**src/rtl/modulo_juiz_disparo.sv**
```systemverilog
// -----------------------------------------------------------------------------
// modulo_juiz_disparo
// Shot referee for the 7x5 naval-battle board. Takes the confirmed attack
// coordinate, classifies it as hit / miss / repeat against the ship matrix,
// keeps the hit and shot counts and the attack matrix, holds the result colour
// for SHOW_TICKS divider ticks and flags the end of the game.
//
// Optional build macro: JUIZ_REPEAT_PENALTY_EN
//   defined   -> a repeated shot also counts as a shot (and can cause a loss)
//   undefined -> a repeated shot only shows the repeat colour
// -----------------------------------------------------------------------------
`timescale 1ns/1ps

module modulo_juiz_disparo #(
    parameter int SHIP_CELLS = 6,
    parameter int MAX_SHOTS  = 20,
    parameter int SHOW_TICKS = 4
) (
    input  logic        clk,
    input  logic        clr,
    input  logic        tick,
    input  logic        fire,
    input  logic        new_game,
    input  logic [2:0]  col,
    input  logic [2:0]  lin,
    input  logic [34:0] ship_map,
    output logic [34:0] shot_map,
    output logic [1:0]  rgb_output,
    output logic [5:0]  hits,
    output logic [5:0]  shots,
    output logic        busy,
    output logic        game_over,
    output logic        win
);

    localparam logic [1:0] S_IDLE = 2'd0;
    localparam logic [1:0] S_EVAL = 2'd1;
    localparam logic [1:0] S_SHOW = 2'd2;
    localparam logic [1:0] S_OVER = 2'd3;

    localparam logic [1:0] RGB_OFF    = 2'b00;
    localparam logic [1:0] RGB_HIT    = 2'b01;
    localparam logic [1:0] RGB_MISS   = 2'b10;
    localparam logic [1:0] RGB_REPEAT = 2'b11;

    localparam int             TW        = (SHOW_TICKS > 1) ? $clog2(SHOW_TICKS) : 1;
    localparam logic [TW-1:0]  TICK_LAST = TW'(SHOW_TICKS - 1);
    localparam logic [5:0]     HITS_MAX  = 6'(SHIP_CELLS);
    localparam logic [5:0]     SHOTS_MAX = 6'(MAX_SHOTS);

    logic [1:0]    state_q,    state_d;
    logic [2:0]    lin_q,      lin_d;
    logic [2:0]    col_q,      col_d;
    logic [34:0]   shot_map_q, shot_map_d;
    logic [5:0]    hits_q,     hits_d;
    logic [5:0]    shots_q,    shots_d;
    logic [1:0]    rgb_q,      rgb_d;
    logic          win_q,      win_d;
    logic [TW-1:0] tick_cnt_q, tick_cnt_d;

    logic [5:0]    cell_k;
    logic          coord_ok;

    // Board cell (lin, col) lives at bit 34 - 5*lin - col (row-major, MSB first).
    function automatic logic [5:0] cell_idx(input logic [2:0] l, input logic [2:0] c);
        logic [5:0] l6;
        logic [5:0] c6;
        l6 = {3'b000, l};
        c6 = {3'b000, c};
        return 6'd34 - ((l6 << 2) + l6) - c6;
    endfunction

    // Counter increment that sticks at its terminal value instead of wrapping.
    function automatic logic [5:0] sat_inc(input logic [5:0] v, input logic [5:0] lim);
        return (v >= lim) ? lim : v + 6'd1;
    endfunction

    assign cell_k   = cell_idx(lin_q, col_q);
    assign coord_ok = (col <= 3'd4) && (lin <= 3'd6);

    // Next-state and datapath decisions for the referee FSM.
    always_comb begin
        state_d    = state_q;
        lin_d      = lin_q;
        col_d      = col_q;
        shot_map_d = shot_map_q;
        hits_d     = hits_q;
        shots_d    = shots_q;
        rgb_d      = rgb_q;
        win_d      = win_q;
        tick_cnt_d = tick_cnt_q;

        case (state_q)
            S_IDLE: begin
                // Out-of-range coordinates are silently dropped.
                if (fire && coord_ok) begin
                    lin_d   = lin;
                    col_d   = col;
                    state_d = S_EVAL;
                end
            end

            S_EVAL: begin
                if (shot_map_q[cell_k]) begin
                    rgb_d = RGB_REPEAT;
`ifdef JUIZ_REPEAT_PENALTY_EN
                    shots_d = sat_inc(shots_q, SHOTS_MAX);
`endif
                end else if (ship_map[cell_k]) begin
                    shot_map_d[cell_k] = 1'b1;
                    hits_d             = sat_inc(hits_q, HITS_MAX);
                    shots_d            = sat_inc(shots_q, SHOTS_MAX);
                    rgb_d              = RGB_HIT;
                end else begin
                    shot_map_d[cell_k] = 1'b1;
                    shots_d            = sat_inc(shots_q, SHOTS_MAX);
                    rgb_d              = RGB_MISS;
                end
                // Ticks seen while evaluating do not shorten the display window.
                tick_cnt_d = '0;
                state_d    = S_SHOW;
            end

            S_SHOW: begin
                if (tick) begin
                    if (tick_cnt_q == TICK_LAST) begin
                        tick_cnt_d = '0;
                        // Win takes precedence so a winning last shot is a win.
                        if (hits_q == HITS_MAX) begin
                            state_d = S_OVER;
                            win_d   = 1'b1;
                            rgb_d   = RGB_REPEAT;
                        end else if (shots_q == SHOTS_MAX) begin
                            state_d = S_OVER;
                            win_d   = 1'b0;
                            rgb_d   = RGB_REPEAT;
                        end else begin
                            state_d = S_IDLE;
                            rgb_d   = RGB_OFF;
                        end
                    end else begin
                        tick_cnt_d = tick_cnt_q + 1'b1;
                    end
                end
            end

            S_OVER: begin
                rgb_d = RGB_REPEAT;
            end

            default: begin
                state_d = S_IDLE;
            end
        endcase

        // A new game overrides anything else happening this cycle.
        if (new_game) begin
            state_d    = S_IDLE;
            lin_d      = '0;
            col_d      = '0;
            shot_map_d = '0;
            hits_d     = '0;
            shots_d    = '0;
            rgb_d      = RGB_OFF;
            win_d      = 1'b0;
            tick_cnt_d = '0;
        end
    end

    // State and result registers with asynchronous clear.
    always_ff @(posedge clk or negedge clr) begin
        if (!clr) begin
            state_q    <= S_IDLE;
            lin_q      <= '0;
            col_q      <= '0;
            shot_map_q <= '0;
            hits_q     <= '0;
            shots_q    <= '0;
            rgb_q      <= RGB_OFF;
            win_q      <= 1'b0;
            tick_cnt_q <= '0;
        end else begin
            state_q    <= state_d;
            lin_q      <= lin_d;
            col_q      <= col_d;
            shot_map_q <= shot_map_d;
            hits_q     <= hits_d;
            shots_q    <= shots_d;
            rgb_q      <= rgb_d;
            win_q      <= win_d;
            tick_cnt_q <= tick_cnt_d;
        end
    end

    assign shot_map   = shot_map_q;
    assign rgb_output = rgb_q;
    assign hits       = hits_q;
    assign shots      = shots_q;
    assign busy       = (state_q != S_IDLE);
    assign game_over  = (state_q == S_OVER);
    assign win        = win_q;

endmodule

```
**config.mk**
```make
export PLATFORM = sky130hd
export DESIGN_NAME = modulo_juiz_disparo
export DESIGN_NICKNAME = d
export VERILOG_FILES = /design/src/rtl/modulo_juiz_disparo.sv
export SDC_FILE = /design/constraint.sdc
export NUM_CORES = 1
export LEC_CHECK = 0
export ABC_AREA = 1
export BUFFER_PORTS_ARGS = -buffer_cell sky130_fd_sc_hd__buf_2
export CAP_MARGIN = 0
export CELL_PAD_IN_SITES_DETAIL_PLACEMENT = 1
export CELL_PAD_IN_SITES_GLOBAL_PLACEMENT = 1
export CORE_AREA = 2 2 112 114
export DETAILED_ROUTE_END_ITERATION = 12
export DIE_AREA = 0 0 114 116
export GPL_TIMING_DRIVEN = 0
export PLACE_DENSITY = 0.8
export SLEW_MARGIN = 20
export SYNTH_ARGS = -nofsm -noshare
export SYNTH_HDL_FRONTEND = slang
export SYNTH_SLANG_ARGS = --single-unit
export TNS_END_PERCENT = 5
```
**constraint.sdc**
```tcl
create_clock -name clk -period 3.5 [get_ports clk]
set_input_delay 0.875 -clock clk [delete_from_list [all_inputs] [get_ports clk]]
set_output_delay 0.875 -clock clk [all_outputs]
set_load 0.05 [all_outputs]
```
==> results.cfg <==
[run_status]
status = finished with violations
violations = negative setup slack

[cells_and_area]
layout_commonest_cell = nand2_1
area_delta_synth_final_pct = 32.4
layout-drive-gt1-share_pct = 25.3
fillers = 1526
instances_no_fill = 866
final_cell_mix = nand2_1, nand3_1, buf_2, dfrtp_1, inv_1
diodes = 0
layout.nets = 780

[clock_network]
cts_tree = built
numCtsBuffers = 9
clock_path_buffers = 2
htreeDepth = 3
clk_latency_ns = 0.34
root_buffer = clkbuf_16
cts.reportedPaths.clkPinSlew_ns = 0.05
clkSinkCount = 60

[setup_path]
worstPathMaxFanout = 8
end_kind = flop
cp-startpoint = lin_q[2]$_DFFE_PN0P_
cp.required_ns = 3.78
worstSetupPathType = reg -> reg
timing.rr.start = lin_q[2]$_DFFE_PN0P_
crit_arrival_ns = 3.85
startpoint_type = flop

[logic_synthesis]
yosys_register_bits = 60
netlist_instances = 589
yosysSeqAreaShare_pct = 36.3
syn-num-nets = 654
ys_types = 33
netlist_area_um2 = 4140
yosys_warnings = 0
postSynthAreaPerCell_um2 = 7.02

[timing]
hold_viol_final = 0
timing.final.crit_period_ns = 3.58
worst_slew_pin_slew_ns = 0.804
fin_crit_sh_pct = 102
finalSetupTns_ns = -1.32
slew-limit-headroom_pct = 46.4
worst_hold_slack_ns = 0.513
finalMaxSlewViolations = 0
rsz0062_at_grt = true
timing.final.ws_setup_ns = -0.0792
fmax_ghz = 0.279
setup_viol = 30
clock_skew_ns = 0.00656

[grt]
antenna_found_initial = 0
grt_pass1_vias = 4888
grt-ovfl-total = 0
grt_use_total_pct = 23.3
grt_max_degree = 61
grt_pass1_wl_mm = 24.1

[floorplanning]
start_util_pct = 34.7
core_area_um2 = 11900
die_w_um = 114
placement_rows = 40
die_h_um = 116
dieArea_um2 = 13200
io_pins = 98

[power]
vdd_drop_max_mv = 0.396
p_total_mw = 5.95
power.leakage_nw = 2.94
powerDensity_nw_per_um2 = 1090

[drt]
via_per_inst = 5.38
routedWlPerCell_um = 18.1
ant_nets = 0
routed_wl_mm = 15.6
route.detailed.drc = 0
first_pass_iters = 4
drt_iter0_drc = 225
vias = 4661

[worst_hold_path]
hold_class = reg -> reg
min_from = rgb_output[0]$_DFFE_PN0P_

[placed_design]
io_buffers = 97
dp_hpwl_mm = 10.8
post-place-ws_ns = -0.396
place.gp.congestion = 0.832
dp_cells = 833

[job]
drv_cap = 0
## cells in the mapped netlist
| cell | number | area (um2) |
|---|---|---|
| nor2_1 | 34 | 128 |
| nand3_1 | 130 | 651 |
| a21oi_1 | 10 | 50.1 |
| buf_4 | 1 | 7.51 |
| inv_2 | 6 | 22.5 |
| clkbuf_1 | 8 | 30.0 |
| a21o_1 | 2 | 15.0 |
| fa_1 | 2 | 40.0 |
| a31oi_1 | 3 | 18.8 |
| xnor2_1 | 3 | 26.3 |
| nand2_2 | 4 | 25.0 |
| buf_6 | 3 | 33.8 |
| nor2_2 | 3 | 18.8 |
| nand3b_1 | 4 | 30.0 |
| inv_1 | 57 | 214 |
| nand2_1 | 156 | 586 |
| dfrtp_1 | 60 | 1500 |
| ha_1 | 17 | 213 |
| o21ai_1 | 2 | 10.0 |
| o21bai_1 | 18 | 135 |
| buf_2 | 9 | 45.0 |
| o311ai_0 | 1 | 8.76 |
| o21ai_0 | 30 | 150 |
| xor2_1 | 2 | 17.5 |
| a21boi_0 | 1 | 7.51 |
| nor2_4 | 3 | 33.8 |
| o21a_1 | 1 | 7.51 |
| nand3_2 | 1 | 10.0 |
| a31o_2 | 1 | 8.76 |
| buf_1 | 4 | 15.0 |
| nor3_1 | 5 | 25.0 |
| a311o_1 | 1 | 10.0 |
| nand4_1 | 7 | 43.8 |
## critical path, stage by stage, from the launching register on
cell       delay [ns]
dfrtp_1          0.38
ha_1             0.31
inv_2            0.06
fa_2             0.46
fa_2             0.71
inv_2            0.09
nor2_4           0.18
buf_6            0.15
nand3_4          0.07
nand2_2          0.08
o21ai_1          0.06
nand2_1          0.11
nand2_2          0.08
nand3_4          0.15
nand2_8          0.09
inv_8            0.08
buf_12           0.14
clkbuf_16        0.15
nand3_1          0.06
nand2_1          0.10
## registers in the layout, summed over array words and instances, names as in the netlist
name	count
col_q	3
hits	6
lin_q	3
rgb_output	2
shot_map	35
shots	6
state_q	2
tick_cnt_q	2
win	1
## layout make-up
type / instances / area (um2) / area share, %
Buffer: 25 / 154 / 2.81
Clock buffer: 13 / 250 / 4.57
Clock inverter: 2 / 35.0 / 0.639
Inverter: 63 / 244 / 4.45
Multi-Input combinational cell: 441 / 2430 / 44.4
Sequential cell: 60 / 1500 / 27.4
Tap cell: 147 / 184 / 3.36
Timing Repair Buffer: 115 / 678 / 12.4
## worst paths after layout
kind,to,slack (ns),depth (start not counted)
max in group asynchronous,hits[0]$_DFFE_PN0P_,2.35,1
min in group asynchronous,shot_map[4]$_DFFE_PN0P_,0.63,1
worst max register to register,shot_map[24]$_DFFE_PN0P_,-0.08,19
worst min register to register,rgb_output[0]$_DFFE_PN0P_,0.51,2
worst min-delay path,rgb_output[0]$_DFFE_PN0P_,0.51,2
worst max-delay path,shot_map[24]$_DFFE_PN0P_,-0.08,19
## power by group
| part | leakage, nW | internal (mW) | switching [mW] |
|---|---|---|---|
| combinational | 1.97 | 1.42 | 2.82 |
| clock | 0.140 | 0.565 | 0.307 |
| sequential | 0.825 | 0.772 | 0.0699 |
## logic make-up (layout without fill, tap and decap cells)
logic type	Yosys count	in the layout	share of synthesized area, %
compound gates	70	70	10.2
xor+xnor	5	5	1.06
fa+ha+maj	19	19	6.11
buf+inv	88	218	8.89
flops	60	60	36.3
simple gates	347	347	37.5
## per-stage QoR
step | area (um2) | utilization (%)
after floorplan | 4140 | -
after global placement | 4810 | 40.4
after detailed placement | 4810 | 40.4
after CTS | 5230 | 43.9
after global routing | 5480 | 46.0
final | 5480 | 46.0
## metal layers
| metal | global-route usage, % | vias to the layer above | share of wire, % | wire length [um] |
|---|---|---|---|---|
| met1 | 28.9 | 2292 | 43 | 6750 |
| met2 | 40.5 | 139 | 50 | 7820 |
| met5 | 0 | - | 0 | 0 |
| met3 | 4.03 | 34 | 4.2 | 654 |
| li1 | - | 2196 | - | - |
| met4 | 9.43 | 0 | 2.6 | 408 |
## repair_timing
action	4_1_cts	5_1_grt
gates cloned	0	2
hold buffers	0	0
resized for setup	11	37
pin swaps	7	20
endpoints found under the setup margin	48	47
setup buffers	10	6
No activity file was read; power rests on OpenSTA's default activity.
